<file path="src/rtl/ctrl_campos_vga_if.sv">
// ============================================================================
//  Module      : ctrl_campos_vga_if
//  Description : Button / RTC inputs and shadowed display selects exchanged
//                between the control sequencer and its surroundings.
//  Revision    : 1.0 - initial release
// ============================================================================
`default_nettype none

interface ctrl_campos_vga_if;
    logic       btn_prog;
    logic       btn_modo;
    logic       btn_izq;
    logic       btn_der;
    logic       alarma_req;
    logic       btn_apagar;
    logic       frame_fin;
    logic       P_HORA;
    logic       P_FECHA;
    logic       P_CRONO;
    logic [8:0] cam_co;
    logic       bit_alarma;
    logic       prog_activo;

    // Drives buttons/pulses, observes the display selects
    modport master (
        output btn_prog, btn_modo, btn_izq, btn_der, alarma_req, btn_apagar, frame_fin,
        input  P_HORA, P_FECHA, P_CRONO, cam_co, bit_alarma, prog_activo
    );

    // The sequencer itself
    modport slave (
        input  btn_prog, btn_modo, btn_izq, btn_der, alarma_req, btn_apagar, frame_fin,
        output P_HORA, P_FECHA, P_CRONO, cam_co, bit_alarma, prog_activo
    );
endinterface

`default_nettype wire

</file>
<file path="src/rtl/ctrl_campos_vga.sv">
// ============================================================================
//  Module      : ctrl_campos_vga
//  Description : Sequences the VGA colouring stage: page selects, one-hot
//                field cursor and alarm flag. Display outputs are shadowed
//                and only update on frame_fin (vertical blank).
//  Revision    : 1.0 - initial release
// ============================================================================
`default_nettype none

module ctrl_campos_vga #(
    parameter int          TIMEOUT_W  = 27,
    parameter int          TIMEOUT    = 100000000,
    parameter logic [28:0] ALARMA_LEN = 29'd500000000
) (
    input  wire logic         reloj,
    input  wire logic         resetM,
    ctrl_campos_vga_if.slave  bus
);

    localparam logic [1:0] c_ST_REPOSO = 2'd0;
    localparam logic [1:0] c_ST_PROG   = 2'd1;
    localparam logic [1:0] c_ST_ALARMA = 2'd2;

    localparam logic [1:0] c_TG_HORA  = 2'd0;
    localparam logic [1:0] c_TG_FECHA = 2'd1;
    localparam logic [1:0] c_TG_CRONO = 2'd2;

    localparam logic [TIMEOUT_W-1:0] c_TIMEOUT = TIMEOUT_W'(TIMEOUT);

    // ------------------------------------------------------------------
    // Button edge detection: one registered copy per button, and the
    // edge itself is registered so every decision uses aligned pulses.
    // Bit order: {apagar, prog, modo, izq, der}
    // ------------------------------------------------------------------
    logic [4:0] w_btn;
    logic [4:0] r_btn_q;
    logic [4:0] r_edge;
    logic       r_alarma_q;

    assign w_btn = {bus.btn_apagar, bus.btn_prog, bus.btn_modo, bus.btn_izq, bus.btn_der};

    logic w_e_apagar, w_e_prog, w_e_modo, w_e_izq, w_e_der, w_any_edge;
    assign w_e_apagar = r_edge[4];
    assign w_e_prog   = r_edge[3];
    assign w_e_modo   = r_edge[2];
    assign w_e_izq    = r_edge[1];
    assign w_e_der    = r_edge[0];
    assign w_any_edge = |r_edge;

    // Register button levels, their rising edges and the RTC alarm pulse
    always_ff @(posedge reloj or posedge resetM) begin
        if (resetM) begin
            r_btn_q    <= 5'd0;
            r_edge     <= 5'd0;
            r_alarma_q <= 1'b0;
        end else begin
            r_btn_q    <= w_btn;
            r_edge     <= w_btn & ~r_btn_q;
            r_alarma_q <= bus.alarma_req;
        end
    end

    // ------------------------------------------------------------------
    // FSM and its data registers
    // ------------------------------------------------------------------
    logic [1:0]           r_state,  w_state_nx;
    logic [1:0]           r_target, w_target_nx;
    logic [1:0]           r_cursor, w_cursor_nx;
    logic [TIMEOUT_W-1:0] r_idle,   w_idle_nx;
    logic [28:0]          r_acnt,   w_acnt_nx;

    function automatic logic [1:0] f_next_target(input logic [1:0] t);
        case (t)
            c_TG_HORA:  f_next_target = c_TG_FECHA;
            c_TG_FECHA: f_next_target = c_TG_CRONO;
            default:    f_next_target = c_TG_HORA;
        endcase
    endfunction

    // State register with its cursor, target and counters
    always_ff @(posedge reloj or posedge resetM) begin
        if (resetM) begin
            r_state  <= c_ST_REPOSO;
            r_target <= c_TG_HORA;
            r_cursor <= 2'd0;
            r_idle   <= '0;
            r_acnt   <= 29'd0;
        end else begin
            r_state  <= w_state_nx;
            r_target <= w_target_nx;
            r_cursor <= w_cursor_nx;
            r_idle   <= w_idle_nx;
            r_acnt   <= w_acnt_nx;
        end
    end

    // Next-state logic; the if/else order encodes the input priority
    always_comb begin
        w_state_nx  = r_state;
        w_target_nx = r_target;
        w_cursor_nx = r_cursor;
        w_idle_nx   = r_idle;
        w_acnt_nx   = r_acnt;

        if (r_alarma_q) begin
            // Alarm wins from any state; a repeat request restarts the count
            w_state_nx  = c_ST_ALARMA;
            w_cursor_nx = 2'd0;
            w_idle_nx   = '0;
            w_acnt_nx   = 29'd0;
        end else begin
            case (r_state)
                c_ST_REPOSO: begin
                    w_idle_nx = '0;
                    w_acnt_nx = 29'd0;
                    if (w_e_apagar) begin
                        // Nothing to acknowledge; consumes the cycle
                    end else if (w_e_prog) begin
                        w_state_nx  = c_ST_PROG;
                        w_cursor_nx = 2'd0;
                    end else if (w_e_modo) begin
                        w_target_nx = f_next_target(r_target);
                    end
                end

                c_ST_PROG: begin
                    w_acnt_nx = 29'd0;
                    if (w_any_edge) begin
                        w_idle_nx = '0;
                    end else if (r_idle != c_TIMEOUT) begin
                        w_idle_nx = r_idle + 1'b1;
                    end

                    if (w_e_apagar) begin
                        // No alarm pending; only counts as activity
                    end else if (w_e_prog) begin
                        w_state_nx  = c_ST_REPOSO;
                        w_cursor_nx = 2'd0;
                    end else if (w_e_modo) begin
                        w_target_nx = f_next_target(r_target);
                        w_cursor_nx = 2'd0;
                    end else if (w_e_izq) begin
                        w_cursor_nx = (r_cursor == 2'd0) ? 2'd2 : r_cursor - 2'd1;
                    end else if (w_e_der) begin
                        w_cursor_nx = (r_cursor == 2'd2) ? 2'd0 : r_cursor + 2'd1;
                    end else if (r_idle == c_TIMEOUT) begin
                        w_state_nx  = c_ST_REPOSO;
                        w_cursor_nx = 2'd0;
                        w_idle_nx   = '0;
                    end
                end

                c_ST_ALARMA: begin
                    w_idle_nx   = '0;
                    w_cursor_nx = 2'd0;
                    if (w_e_apagar || (r_acnt == ALARMA_LEN)) begin
                        w_state_nx = c_ST_REPOSO;
                        w_acnt_nx  = 29'd0;
                    end else begin
                        w_acnt_nx = r_acnt + 29'd1;
                    end
                end

                default: begin
                    w_state_nx  = c_ST_REPOSO;
                    w_target_nx = c_TG_HORA;
                    w_cursor_nx = 2'd0;
                    w_idle_nx   = '0;
                    w_acnt_nx   = 29'd0;
                end
            endcase
        end
    end

    // ------------------------------------------------------------------
    // Output logic: next-display values derived from the current state
    // ------------------------------------------------------------------
    logic       w_hora_nx, w_fecha_nx, w_crono_nx, w_alarma_nx;
    logic [2:0] w_group;
    logic [8:0] w_cam_nx;

    // Decode page selects, cursor position and alarm flag
    always_comb begin
        w_hora_nx   = 1'b0;
        w_fecha_nx  = 1'b0;
        w_crono_nx  = 1'b0;
        w_cam_nx    = 9'd0;
        w_group     = 3'b100 >> r_cursor;
        w_alarma_nx = (r_state == c_ST_ALARMA);

        case (r_target)
            c_TG_FECHA: w_fecha_nx = 1'b1;
            c_TG_CRONO: w_crono_nx = 1'b1;
            default:    w_hora_nx  = 1'b1;
        endcase

        if (r_state == c_ST_PROG) begin
            case (r_target)
                c_TG_FECHA: w_cam_nx = {3'b000, w_group, 3'b000};
                c_TG_CRONO: w_cam_nx = {6'b000000, w_group};
                default:    w_cam_nx = {w_group, 6'b000000};
            endcase
        end
    end

    // ------------------------------------------------------------------
    // Shadow registers: display outputs only move during vertical blank
    // ------------------------------------------------------------------
    logic       r_p_hora, r_p_fecha, r_p_crono, r_bit_alarma;
    logic [8:0] r_cam_co;

    // Load next-display values on frame_fin
    always_ff @(posedge reloj or posedge resetM) begin
        if (resetM) begin
            r_p_hora     <= 1'b1;
            r_p_fecha    <= 1'b0;
            r_p_crono    <= 1'b0;
            r_cam_co     <= 9'd0;
            r_bit_alarma <= 1'b0;
        end else if (bus.frame_fin) begin
            r_p_hora     <= w_hora_nx;
            r_p_fecha    <= w_fecha_nx;
            r_p_crono    <= w_crono_nx;
            r_cam_co     <= w_cam_nx;
            r_bit_alarma <= w_alarma_nx;
        end
    end

    assign bus.P_HORA      = r_p_hora;
    assign bus.P_FECHA     = r_p_fecha;
    assign bus.P_CRONO     = r_p_crono;
    assign bus.cam_co      = r_cam_co;
    assign bus.bit_alarma  = r_bit_alarma;
    // Unshadowed: RTC write gating must follow the state immediately
    assign bus.prog_activo = (r_state == c_ST_PROG);

endmodule

`default_nettype wire

</file>
<file path="src/flat_wrapper.sv">
// flat-port wrapper written by rule: the top's interface ports become plain ports
module ctrl_campos_vga_flat 
#(
    parameter int          TIMEOUT_W  = 27,
    parameter int          TIMEOUT    = 100000000,
    parameter logic [28:0] ALARMA_LEN = 29'd500000000
)
  (reloj, resetM, bus_btn_prog, bus_btn_modo, bus_btn_izq, bus_btn_der, bus_alarma_req, bus_btn_apagar, bus_frame_fin, bus_P_HORA, bus_P_FECHA, bus_P_CRONO, bus_cam_co, bus_bit_alarma, bus_prog_activo);
  ctrl_campos_vga_if bus_i ();
  input  wire logic reloj;
  input  wire logic resetM;
  input wire logic [$bits(bus_i.btn_prog)-1:0] bus_btn_prog;
  input wire logic [$bits(bus_i.btn_modo)-1:0] bus_btn_modo;
  input wire logic [$bits(bus_i.btn_izq)-1:0] bus_btn_izq;
  input wire logic [$bits(bus_i.btn_der)-1:0] bus_btn_der;
  input wire logic [$bits(bus_i.alarma_req)-1:0] bus_alarma_req;
  input wire logic [$bits(bus_i.btn_apagar)-1:0] bus_btn_apagar;
  input wire logic [$bits(bus_i.frame_fin)-1:0] bus_frame_fin;
  output wire logic [$bits(bus_i.P_HORA)-1:0] bus_P_HORA;
  output wire logic [$bits(bus_i.P_FECHA)-1:0] bus_P_FECHA;
  output wire logic [$bits(bus_i.P_CRONO)-1:0] bus_P_CRONO;
  output wire logic [$bits(bus_i.cam_co)-1:0] bus_cam_co;
  output wire logic [$bits(bus_i.bit_alarma)-1:0] bus_bit_alarma;
  output wire logic [$bits(bus_i.prog_activo)-1:0] bus_prog_activo;
  assign bus_i.btn_prog = bus_btn_prog;
  assign bus_i.btn_modo = bus_btn_modo;
  assign bus_i.btn_izq = bus_btn_izq;
  assign bus_i.btn_der = bus_btn_der;
  assign bus_i.alarma_req = bus_alarma_req;
  assign bus_i.btn_apagar = bus_btn_apagar;
  assign bus_i.frame_fin = bus_frame_fin;
  assign bus_P_HORA = bus_i.P_HORA;
  assign bus_P_FECHA = bus_i.P_FECHA;
  assign bus_P_CRONO = bus_i.P_CRONO;
  assign bus_cam_co = bus_i.cam_co;
  assign bus_bit_alarma = bus_i.bit_alarma;
  assign bus_prog_activo = bus_i.prog_activo;
  ctrl_campos_vga #(.TIMEOUT_W(TIMEOUT_W), .TIMEOUT(TIMEOUT), .ALARMA_LEN(ALARMA_LEN)) u_core (.reloj(reloj), .resetM(resetM), .bus(bus_i));
endmodule
</file>
<file path="config.mk">
export PLATFORM = sky130hd
export DESIGN_NAME = ctrl_campos_vga_flat
export DESIGN_NICKNAME = d
export VERILOG_FILES = /design/src/rtl/ctrl_campos_vga_if.sv /design/src/rtl/ctrl_campos_vga.sv /design/src/flat_wrapper.sv
export SDC_FILE = /design/constraint.sdc
export NUM_CORES = 1
export LEC_CHECK = 0
export ABC_AREA = 0
export BUFFER_PORTS_ARGS = -buffer_cell sky130_fd_sc_hd__buf_2
export CAP_MARGIN = 20
export CELL_PAD_IN_SITES_DETAIL_PLACEMENT = 1
export CELL_PAD_IN_SITES_GLOBAL_PLACEMENT = 1
export CORE_ASPECT_RATIO = 1.2
export CORE_MARGIN = 2
export CORE_UTILIZATION = 43
export DETAILED_ROUTE_END_ITERATION = 8
export HOLD_SLACK_MARGIN = 0.02
export MAX_ROUTING_LAYER = met4
export PLACE_DENSITY_LB_ADDON = 0.1
export SLEW_MARGIN = 40
export SYNTH_ARGS = -nofsm -noshare
export SYNTH_HDL_FRONTEND = slang
export SYNTH_SLANG_ARGS = --single-unit
</file>
<file path="constraint.sdc">
create_clock -name reloj -period 2.4 [get_ports reloj]
set_input_delay 0.24 -clock reloj [delete_from_list [all_inputs] [get_ports reloj]]
set_output_delay 0.24 -clock reloj [all_outputs]
set_load 0.02 [all_outputs]
</file>
# == After elaboration in Yosys (flattened, before gate mapping) ==
# Cells that the tools add are included.
# word_totals
register_bits,86
in_bits,9
# classes
add_sub_neg,4
n_eq_ne,20
shift,1
mux,45
bitwise,4
reduce_logical,10
# ops
op,count
27-bit 2-to-1 mux,10
29-bit 2-to-1 mux,3
2-bit 2-to-1 mux,23
29-bit by 1-bit adder with 29-bit output (second input constant),1
29-bit == test (second input constant),1
27-bit by 1-bit adder with 27-bit output (second input constant),1
27-bit == test (second input constant),1
27-bit inequality test (second input constant),1
9-bit one-hot mux with 2 select lines,1
4-bit by 3-bit inequality test with 1-bit output (second input constant),3
2-bit one-hot mux with 2 select lines,3
9-bit 2-to-1 mux,1
8-bit AND reduction,1
7-bit by 1-bit inequality test with 1-bit output (second input constant),1
2-bit == test (second input constant),3
2-bit zero test,3
3-bit inequality test (second input constant),2
2-bit one-hot mux with 3 select lines,1
5-bit AND,1
5-bit NOT,1
5-bit AND reduction,1
5-bit OR reduction,1
2-bit by 1-bit == test with 1-bit output (second input constant),2
2-bit inequality test (second input constant),2
12 further kinds,16

# == Longest topological paths before layout ==
# Gate-level depths: netlist of run 1.
# depth
ltp_word,11
ltp_mapped,7
mapped_depth_nobuf,6

# == Worst setup path before layout of run 1 ==
# No wires, ideal clock.
# synth_path
path_type,register to register
from,register u_core.r_acnt[21]
to,register u_core.r_state[1]
setup_ns,0.122
arrival_time_ns,1.858
path_slack_ns,0.420
path_stages_with_launch,6
path_buffers,1
period_less_slack_ns,1.980
path_cell_list,dfrtp_1 or4_1 or4_1 o211ai_1 buf_2 nand2b_1
# synth_between
elab_chain_len,4
# synth_lines
element,line,text
from (decl),ctrl_campos_vga.sv:70,"logic [28:0] r_acnt, w_acnt_nx;"
from (signal assigned),ctrl_campos_vga.sv:93,r_acnt <= w_acnt_nx;
29-bit == test,ctrl_campos_vga.sv:156,if (w_e_apagar || (r_acnt == ALARMA_LEN)) begin
1-bit logical OR,ctrl_campos_vga.sv:156,
3-bit by 2-bit inequality test with 1-bit output (no line),--,
8-bit AND reduction (no line),--,
to (signal assigned),ctrl_campos_vga.sv:83,r_state <= c_ST_REPOSO;
to (signal assigned),ctrl_campos_vga.sv:89,r_state <= w_state_nx;
to (decl),ctrl_campos_vga.sv:66,"logic [1:0] r_state, w_state_nx;"
# Every way passes these cells.
# A chain may end at the register's enable or synchronous reset.

# == Final worst setup path of run 1 ==
# layout_path
from,register u_core.r_acnt[20]
to,register u_core.r_acnt[15]
# layout_between
elab_chain_len,5
# layout_lines
element,line,text
29-bit == test,ctrl_campos_vga.sv:156,
1-bit logical OR,ctrl_campos_vga.sv:156,
29-bit 2-to-1 mux,ctrl_campos_vga.sv:156,
29-bit 2-to-1 mux,ctrl_campos_vga.sv:112,case (r_state)
29-bit 2-to-1 mux,ctrl_campos_vga.sv:105,if (r_alarma_q) begin
via u_core.w_acnt_nx[15],ctrl_campos_vga.sv:70,
# The timed path passes the listed nets, and every way through them passes these cells.

==> insert_results.sql, run 1 <==
INSERT INTO impl_metrics (metric_group, metric, value, unit) VALUES
('logic_synthesis', 'yosys_reg_bits', '86', ''),
('final_layout', 'post_route_cells_drive_above_1_share', '13.74', '%'),
('logic_synthesis', 'synth_fp_nets', '452', ''),
('cts', 'tritoncts_clock_tree', 'done', ''),
('global_route', 'grt_max_degree', '52', ''),
('logic_synthesis', 'synth_enable_flop_cells', '0', ''),
('routing', 'detailroute.via_count', '3448', ''),
('worst_setup_path', 'critPathMaxFanout', '20', ''),
('global_route', 'globalRouteMet1Util', '26.08', '%'),
('worst_setup_path', 'beginning_of_the_critical_path', 'u_core.r_acnt[20]', ''),
('routing', 'detailedRoute.firstIterationViolations', '99', ''),
('final_layout', 'postLayoutCellArea', '4971', 'sq um'),
('routing', 'totalWireLength', '10070', 'um'),
('worst_setup_path', 'setup.worst_path.class', 'reg2reg', ''),
('final_layout', 'antenna_cells_inserted', '0', ''),
('timing', 'final.setup_skew', '0.007761', 'ns'),
('timing', 'period_minus_slack', '2.178', 'ns'),
('routing', 'ant_nets', '0', ''),
('global_route', 'grt_use_met3', '3.435', '%'),
('global_route', 'gr_busiest_metal', 'met2', ''),
('logic_synthesis', 'synth_cells', '433', ''),
('global_route', 'antenna_found_initial', '0', ''),
('routing', 'detail_route.vias_per_cell', '5.756', ''),
('floorplanning', 'die_w', '95.64', 'um'),
('global_route', 'first_pass_grt_wire_length', '17690', 'um'),
('worst_setup_path', 'timing.critical_path.arrival', '2.40', 'ns'),
('place', 'hpwlAfterDp', '6917', 'um'),
('cts', 'clk_pin_slew_worst_paths', '0.07', 'ns'),
('power_and_ir_drop', 'p_leak', '1.919', 'nW'),
('global_route', 'grt.overflow.total', '0', ''),
('power_and_ir_drop', 'worst_vdd_drop', '363.5', 'uV'),
('final_layout', 'fin_cells', '599', ''),
('worst_setup_path', 'worst-r2r-cell-count', '5', ''),
('logic_synthesis', 'synth_flop_cell', 'sky130_fd_sc_hd__dfrtp_1', ''),
('logic_synthesis', 'syn_avg_cell_area', '10.01', 'sq um'),
('place', 'placement.io_buffers', '22', ''),
('worst_setup_path', 'cp_data_required_time', '2.62', 'ns'),
('place', 'numPlacedInstances', '576', ''),
('cts', 'cts_setup_buffers', '0', ''),
('routing', 'post_route_drc', '0', ''),
('timing', 'fin_tns_setup', '0', 'ns'),
('hold_path', 'hold_class', 'in2reg', ''),
('routing', 'drt_first_pass_iters', '4', ''),
('place', 'place_congestion', '0.7519', ''),
('timing', 'clock.fmax', '0.4592', 'GHz'),
('timing', 'slew_violations', '0', ''),
('global_route', 'vias_in_the_first_global_route', '3705', ''),
('logic_synthesis', 'synth_cell_type_count', '49', ''),
('cts', 'clock-sinks', '86', ''),
('worst_setup_path', 'endpoint', 'u_core.r_acnt[15]', ''),
('floorplanning', 'coreArea', '9910', 'sq um'),
('place', 'placedInstanceArea', '4618', 'sq um'),
('worst_setup_path', 'critical_path_launch_point_type', 'flip-flop', ''),
('worst_setup_path', 'worst_r2r_endpoint', 'u_core.r_acnt[15]', ''),
('logic_synthesis', 'synth.cell_area', '4333', 'sq um'),
('logic_synthesis', 'synth.yosys.seq_area_share', '49.70', '%'),
('timing', 'setup-violations-final', '0', ''),
('status', 'status', 'completed', ''),
('timing', 'fin_crit_sh', '90.75', '%'),
('cts', 'number_of_clock_buffers_inserted_by_tritoncts', '9', ''),
('final_layout', 'leading_cell_types_in_the_layout_fill_and_taps_excluded', 'sky130_fd_sc_hd__dfrtp_1 (85), sky130_fd_sc_hd__nand2_1 (26), sky130_fd_sc_hd__inv_1 (25), sky130_fd_sc_hd__nand3_1 (24), sky130_fd_sc_hd__nor2_1 (23)', ''),
('logic_synthesis', 'yosysWarningCount', '0', ''),
('routing', 'wl_per_cell', '16.82', 'um'),
('worst_setup_path', 'endpoint_kind', 'flip-flop', ''),
('timing', 'finalHoldViolations', '0', ''),
('floorplanning', 'fp.dieH', '114.0', 'um'),
('timing', 'actual_transition_at_the_worst_max_transition_pin', '0.5940', 'ns'),
('floorplanning', 'dieArea', '10900', 'sq um'),
('floorplanning', 'fp-row-count', '40', ''),
('power_and_ir_drop', 'cellPowerDensity', '636.0', 'nW/um^2'),
('cts', 'insertion_delay', '0.35', 'ns');
==> timing repair <==
action,in CTS,in global routing
hold endpoints to repair,23,0
hold buffers,7,0
gates resized for setup,0,0
==> state kept, by name (all words and copies together) (netlist names) <==
register               flops
u_core.r_acnt             29
u_core.r_idle             27
u_core.bus.cam_co          9
u_core.r_btn_q             5
u_core.r_edge              5
u_core.r_cursor            2
u_core.r_state             2
u_core.r_target            2
u_core.bus.P_CRONO         1
u_core.bus.P_FECHA         1
u_core.bus.P_HORA          1
u_core.bus.bit_alarma      1
u_core.r_alarma_q          1
==> cell usage after synthesis, drive strengths merged, types with 2 or more instances <==
cell	n	area, sq um
mux2i	2	20.02
a21oi	16	80.08
nand2	26	97.59
o31ai	19	142.6
xor2	10	87.58
nor2b	8	50.05
nand3	24	120.1
nand4	17	112.6
nor4	7	43.79
ha	10	125.1
nor2	23	86.33
and4	10	88.84
buf	8	61.31
mux2	3	33.78
a211oi	13	107.6
o21ai	21	105.1
dfrtp	85	2127
a22o	2	17.52
and2	2	12.51
nand4b	3	26.28
nand3b	2	15.01
nor3	19	95.09
or4	22	168.9
inv	26	97.59
a22oi	2	15.01
or4b	2	20.02
nor4b	3	26.28
or3	9	56.30
clkbuf	9	33.78
and3	5	32.53
xnor2	14	122.6
==> worst max-delay path, cell delays in order (launching register included) <==
cell and delay [ns]:
sky130_fd_sc_hd__dfrtp_1 0.42, sky130_fd_sc_hd__or4_1 0.52, sky130_fd_sc_hd__or4_1 0.54, sky130_fd_sc_hd__o211ai_1 0.22, sky130_fd_sc_hd__buf_4 0.28, sky130_fd_sc_hd__a21oi_1 0.07
==> worst min path at each step <==
stage / start / to / slack (ns) / depth (start not counted)
final: bus_frame_fin / u_core.bus.P_HORA / 0.27 / 2
after global routing: bus_frame_fin / u_core.bus.P_HORA / 0.30 / 2
after CTS: bus_frame_fin / u_core.bus.P_HORA / 0.27 / 2
after detailed placement: resetM / u_core.r_acnt[19] / 0.28 / 2
after global placement: resetM / u_core.r_acnt[19] / 0.28 / 2
after floorplan: bus_alarma_req / u_core.r_alarma_q / 0.27 / 0
==> layer usage <==
layer,vias to the layer above,routed length [um]
li1,1672,-
met1,1741,4569
met2,22,5161
met3,13,192
met4,0,149
met5,-,0
==> kinds of logic (layout without fill, tap and decap cells) <==
logic type / Yosys count / after routing / share of synthesized area, %
DFF: 86 / 86 / 49.70
and+or+nand+nor: 187 / 187 / 25.18
xor gates and xnor gates: 24 / 24 / 4.851
adders and majority gates: 10 / 10 / 2.888
muxes: 5 / 5 / 1.242
buffers and inverters: 43 / 83 / 4.447
AOI/OAI and AO/OA: 78 / 78 / 11.70
==> layout make-up <==
class / instances / area, sq um
Fill cell: 1130 / 4938
Sequential cell: 86 / 2153
Multi-Input combinational cell: 304 / 1993
Timing Repair Buffer: 41 / 282.8
Clock buffer: 9 / 225.2
Tap cell: 126 / 157.7
Inverter: 26 / 101.3
Clock inverter: 7 / 57.56
==> power by group <==
part,total (mW),internal (mW),switching [mW]
sequential,1.56,1.51,0.0440
combinational,0.274,0.108,0.166
clock,1.33,0.716,0.615
==> metrics by stage <==
| step | hold slack, ns | util (%) | power [mW] | setup slack (ns) |
|---|---|---|---|---|
| 6_report | 0.2662 | 50.16 | 3.161 | 0.2221 |
| 5_1_grt | 0.2968 | 50.16 | 3.303 | 0.1190 |
| 4_1_cts | 0.2660 | 50.16 | 3.212 | 0.2075 |
| 3_5_place_dp | 0.2829 | 46.60 | 1.853 | 0.2209 |
| 3_3_place_gp | 0.2774 | 46.60 | 1.839 | 0.2433 |
| 2_1_floorplan | 0.2714 | - | 1.753 | 0.4198 |
Note: power is estimated with default switching activity, not from simulation.
==> run 2, diff against run 1 <==
--- a/config.mk
+++ b/config.mk
@@ -6,7 +6,7 @@
 export NUM_CORES = 1
 export LEC_CHECK = 0
 export ABC_AREA = 0
-export BUFFER_PORTS_ARGS = -buffer_cell sky130_fd_sc_hd__buf_2
+export BUFFER_PORTS_ARGS = -buffer_cell sky130_fd_sc_hd__clkbuf_2
 export CAP_MARGIN = 20
 export CELL_PAD_IN_SITES_DETAIL_PLACEMENT = 1
 export CELL_PAD_IN_SITES_GLOBAL_PLACEMENT = 1
==> insert_results.sql, run 2 (same netlist as run 1, synthesis figures left out) <==
INSERT INTO impl_metrics (metric_group, metric, value, unit) VALUES
('status', 'status', 'completed', ''),
('final_layout', 'layout-area-overhead-vs-synth', '15.62', '%'),
('worst_setup_path', 'worst_r2r_endpoint', 'u_core.r_acnt[11]', ''),
('routing', 'detailroute.via_count', '3426', ''),
('routing', 'ant_nets', '0', ''),
('timing', 'clock.fmax', '0.4534', 'GHz'),
('global_route', 'grtUsageTotal', '20.88', '%'),
('routing', 'detailedRoute.firstIterationViolations', '119', ''),
('final_layout', 'fillCellCount', '1098', ''),
('worst_setup_path', 'crit-reg2reg-launch', 'u_core.r_acnt[20]', ''),
('routing', 'totalWireLength', '10110', 'um'),
('timing', 'final.setup_skew', '0.009329', 'ns'),
('worst_setup_path', 'setup.reg_to_reg.worst_slack', '0.19', 'ns'),
('timing', 'fin_tns_setup', '0', 'ns'),
('power_and_ir_drop', 'p_leak', '1.937', 'nW'),
('global_route', 'grt.overflow.total', '0', ''),
('place', 'placement.io_buffers', '22', ''),
('global_route', 'first_pass_grt_wire_length', '17710', 'um'),
('hold_path', 'hold_depth', '2', ''),
('timing', 'finalHoldViolations', '0', ''),
('floorplanning', 'floorplan.initialDensity', '43.72', '%'),
('cts', 'clk_pin_slew_worst_paths', '0.06', 'ns'),
('cts', 'clock-sinks', '86', ''),
('final_layout', 'layout.cells.most_common', 'sky130_fd_sc_hd__dfrtp_1', ''),
('timing', 'slew_violations', '0', ''),
('timing', 'actual_transition_at_the_worst_max_transition_pin', '0.5289', 'ns'),
('worst_setup_path', 'endpoint_kind', 'flip-flop', ''),
('place', 'place_congestion', '0.7661', ''),
('power_and_ir_drop', 'worst_vdd_drop', '371.6', 'uV'),
('global_route', 'antenna_found_initial', '0', ''),
('floorplanning', 'fp.dieH', '114.0', 'um'),
('floorplanning', 'dieArea', '10900', 'sq um'),
('final_layout', 'postLayoutCellArea', '5010', 'sq um'),
('final_layout', 'finalNetCount', '487', ''),
('power_and_ir_drop', 'power.total', '3.340', 'mW'),
('timing', 'grt_setup_unrepaired', 'false', ''),
('routing', 'drt_first_pass_iters', '4', ''),
('timing', 'period_minus_slack', '2.206', 'ns'),
('timing', 'worst_hold_slack', '0.3198', 'ns'),
('timing', 'setup-violations-final', '0', ''),
('place', 'preCtsSetupSlack', '0.2032', 'ns'),
('timing', 'post-route-worst-setup-slack', '0.1944', 'ns'),
('routing', 'detail_route.vias_per_cell', '5.720', ''),
('global_route', 'vias_in_the_first_global_route', '3710', ''),
('cts', 'number_of_clock_buffers_inserted_by_tritoncts', '9', ''),
('timing', 'fin_crit_sh', '91.90', '%'),
('place', 'hpwlAfterDp', '6878', 'um'),
('floorplanning', 'fp-row-count', '40', ''),
('place', 'numPlacedInstances', '576', ''),
('hold_path', 'worstHoldStart', 'bus_frame_fin', ''),
('final_layout', 'post_route_cells_drive_above_1_share', '13.74', '%'),
('worst_setup_path', 'timing.critical_path.arrival', '2.42', 'ns'),
('final_layout', 'antenna_cells_inserted', '0', ''),
('cts', 'clockRootBuffer', 'sky130_fd_sc_hd__clkbuf_16', ''),
('cts', 'cts_setup_buffers', '0', ''),
('final_layout', 'fin_cells', '599', ''),
('final_layout', 'finish.utilization', '50.56', '%'),
('worst_setup_path', 'critPathMaxFanout', '19', ''),
('final_layout', 'largest_register', 'u_core.r_acnt', ''),
('cts', 'insertion_delay', '0.34', 'ns'),
('floorplanning', 'ioPinCount', '23', ''),
('cts', 'cts-root-to-sink-buffers', '2', ''),
('worst_setup_path', 'critical_path_launch_point_type', 'flip-flop', ''),
('hold_path', 'holdPathEnd', 'u_core.bus.P_HORA', ''),
('power_and_ir_drop', 'cellPowerDensity', '666.7', 'nW/um^2'),
('worst_setup_path', 'cp_data_required_time', '2.62', 'ns'),
('final_layout', 'leading_cell_types_in_the_layout_fill_and_taps_excluded', 'sky130_fd_sc_hd__dfrtp_1 (85), sky130_fd_sc_hd__nand2_1 (26), sky130_fd_sc_hd__inv_1 (25), sky130_fd_sc_hd__nand3_1 (24), sky130_fd_sc_hd__nor2_1 (23)', ''),
('routing', 'post_route_drc', '0', ''),
('final_layout', 'largest_register_ffs', '29', ''),
('worst_setup_path', 'setup.worst_path.class', 'reg2reg', ''),
('floorplanning', 'die_w', '95.64', 'um'),
('timing', 'maxSlewHeadroom', '64.41', '%'),
('floorplanning', 'coreArea', '9910', 'sq um'),
('global_route', 'grt_max_degree', '71', ''),
('hold_path', 'hold_class', 'in2reg', ''),
('place', 'placedInstanceArea', '4618', 'sq um'),
('cts', 'tritoncts_clock_tree', 'done', ''),
('cts', 'htreeDepth', '3', ''),
('flow_run', 'drv.max_cap_violation_count', '0', ''),
('routing', 'wl_per_cell', '16.88', 'um'),
('worst_setup_path', 'worst-r2r-cell-count', '5', '');
## run 2: metal layers
layer | wire (um) | part of all wire (%) | track usage, % | vias up
li1 | - | - | - | 1679
met1 | 4534 | 45 | 25.37 | 1710
met2 | 5254 | 52 | 35.52 | 23
met3 | 138 | 1.4 | 2.246 | 14
met4 | 185 | 1.8 | 7.810 | 0
met5 | 0 | 0 | - | -
## run 2: area by class of cell
class / count / area, sq um / share of cell area, %
Tap cell: 126 / 157.7 / 3.147
Clock buffer: 9 / 225.2 / 4.496
Multi-Input combinational cell: 304 / 1993 / 39.79
Inverter: 26 / 101.3 / 2.023
Sequential cell: 86 / 2153 / 42.98
Clock inverter: 7 / 96.34 / 1.923
Timing Repair Buffer: 41 / 282.8 / 5.644
## run 2: worst max path at each step
| stage | depth (start not counted) | endpoint | from |
|---|---|---|---|
| after global placement | 5 | u_core.r_acnt[6] | u_core.r_acnt[21] |
| final | 5 | u_core.r_acnt[11] | u_core.r_acnt[20] |
| after CTS | 5 | u_core.r_acnt[11] | u_core.r_acnt[20] |
| after detailed placement | 5 | u_core.r_acnt[11] | u_core.r_acnt[20] |
| after global routing | 5 | u_core.r_acnt[11] | u_core.r_acnt[20] |
| after floorplan | 5 | u_core.r_state[1] | u_core.r_acnt[21] |
## run 2: timing repair
action                                  in CTS  in global routing
endpoints found under the setup margin       0                  0
endpoints found under the hold margin       22                  0
hold buffers                                 7                  0
resized for setup                            0                  0
## run 2: where the power goes
group	switching, mW	internal (mW)
sequential	0.0479	1.51
combinational	0.167	0.107
clock	0.588	0.917
total	0.803	2.54
## run 2: critical path, cell delays in order, from the launching register on
cell and delay (ns):
sky130_fd_sc_hd__dfrtp_1 0.42, sky130_fd_sc_hd__or4_1 0.53, sky130_fd_sc_hd__or4_1 0.53, sky130_fd_sc_hd__o211ai_1 0.21, sky130_fd_sc_hd__buf_4 0.29, sky130_fd_sc_hd__nor2_1 0.10
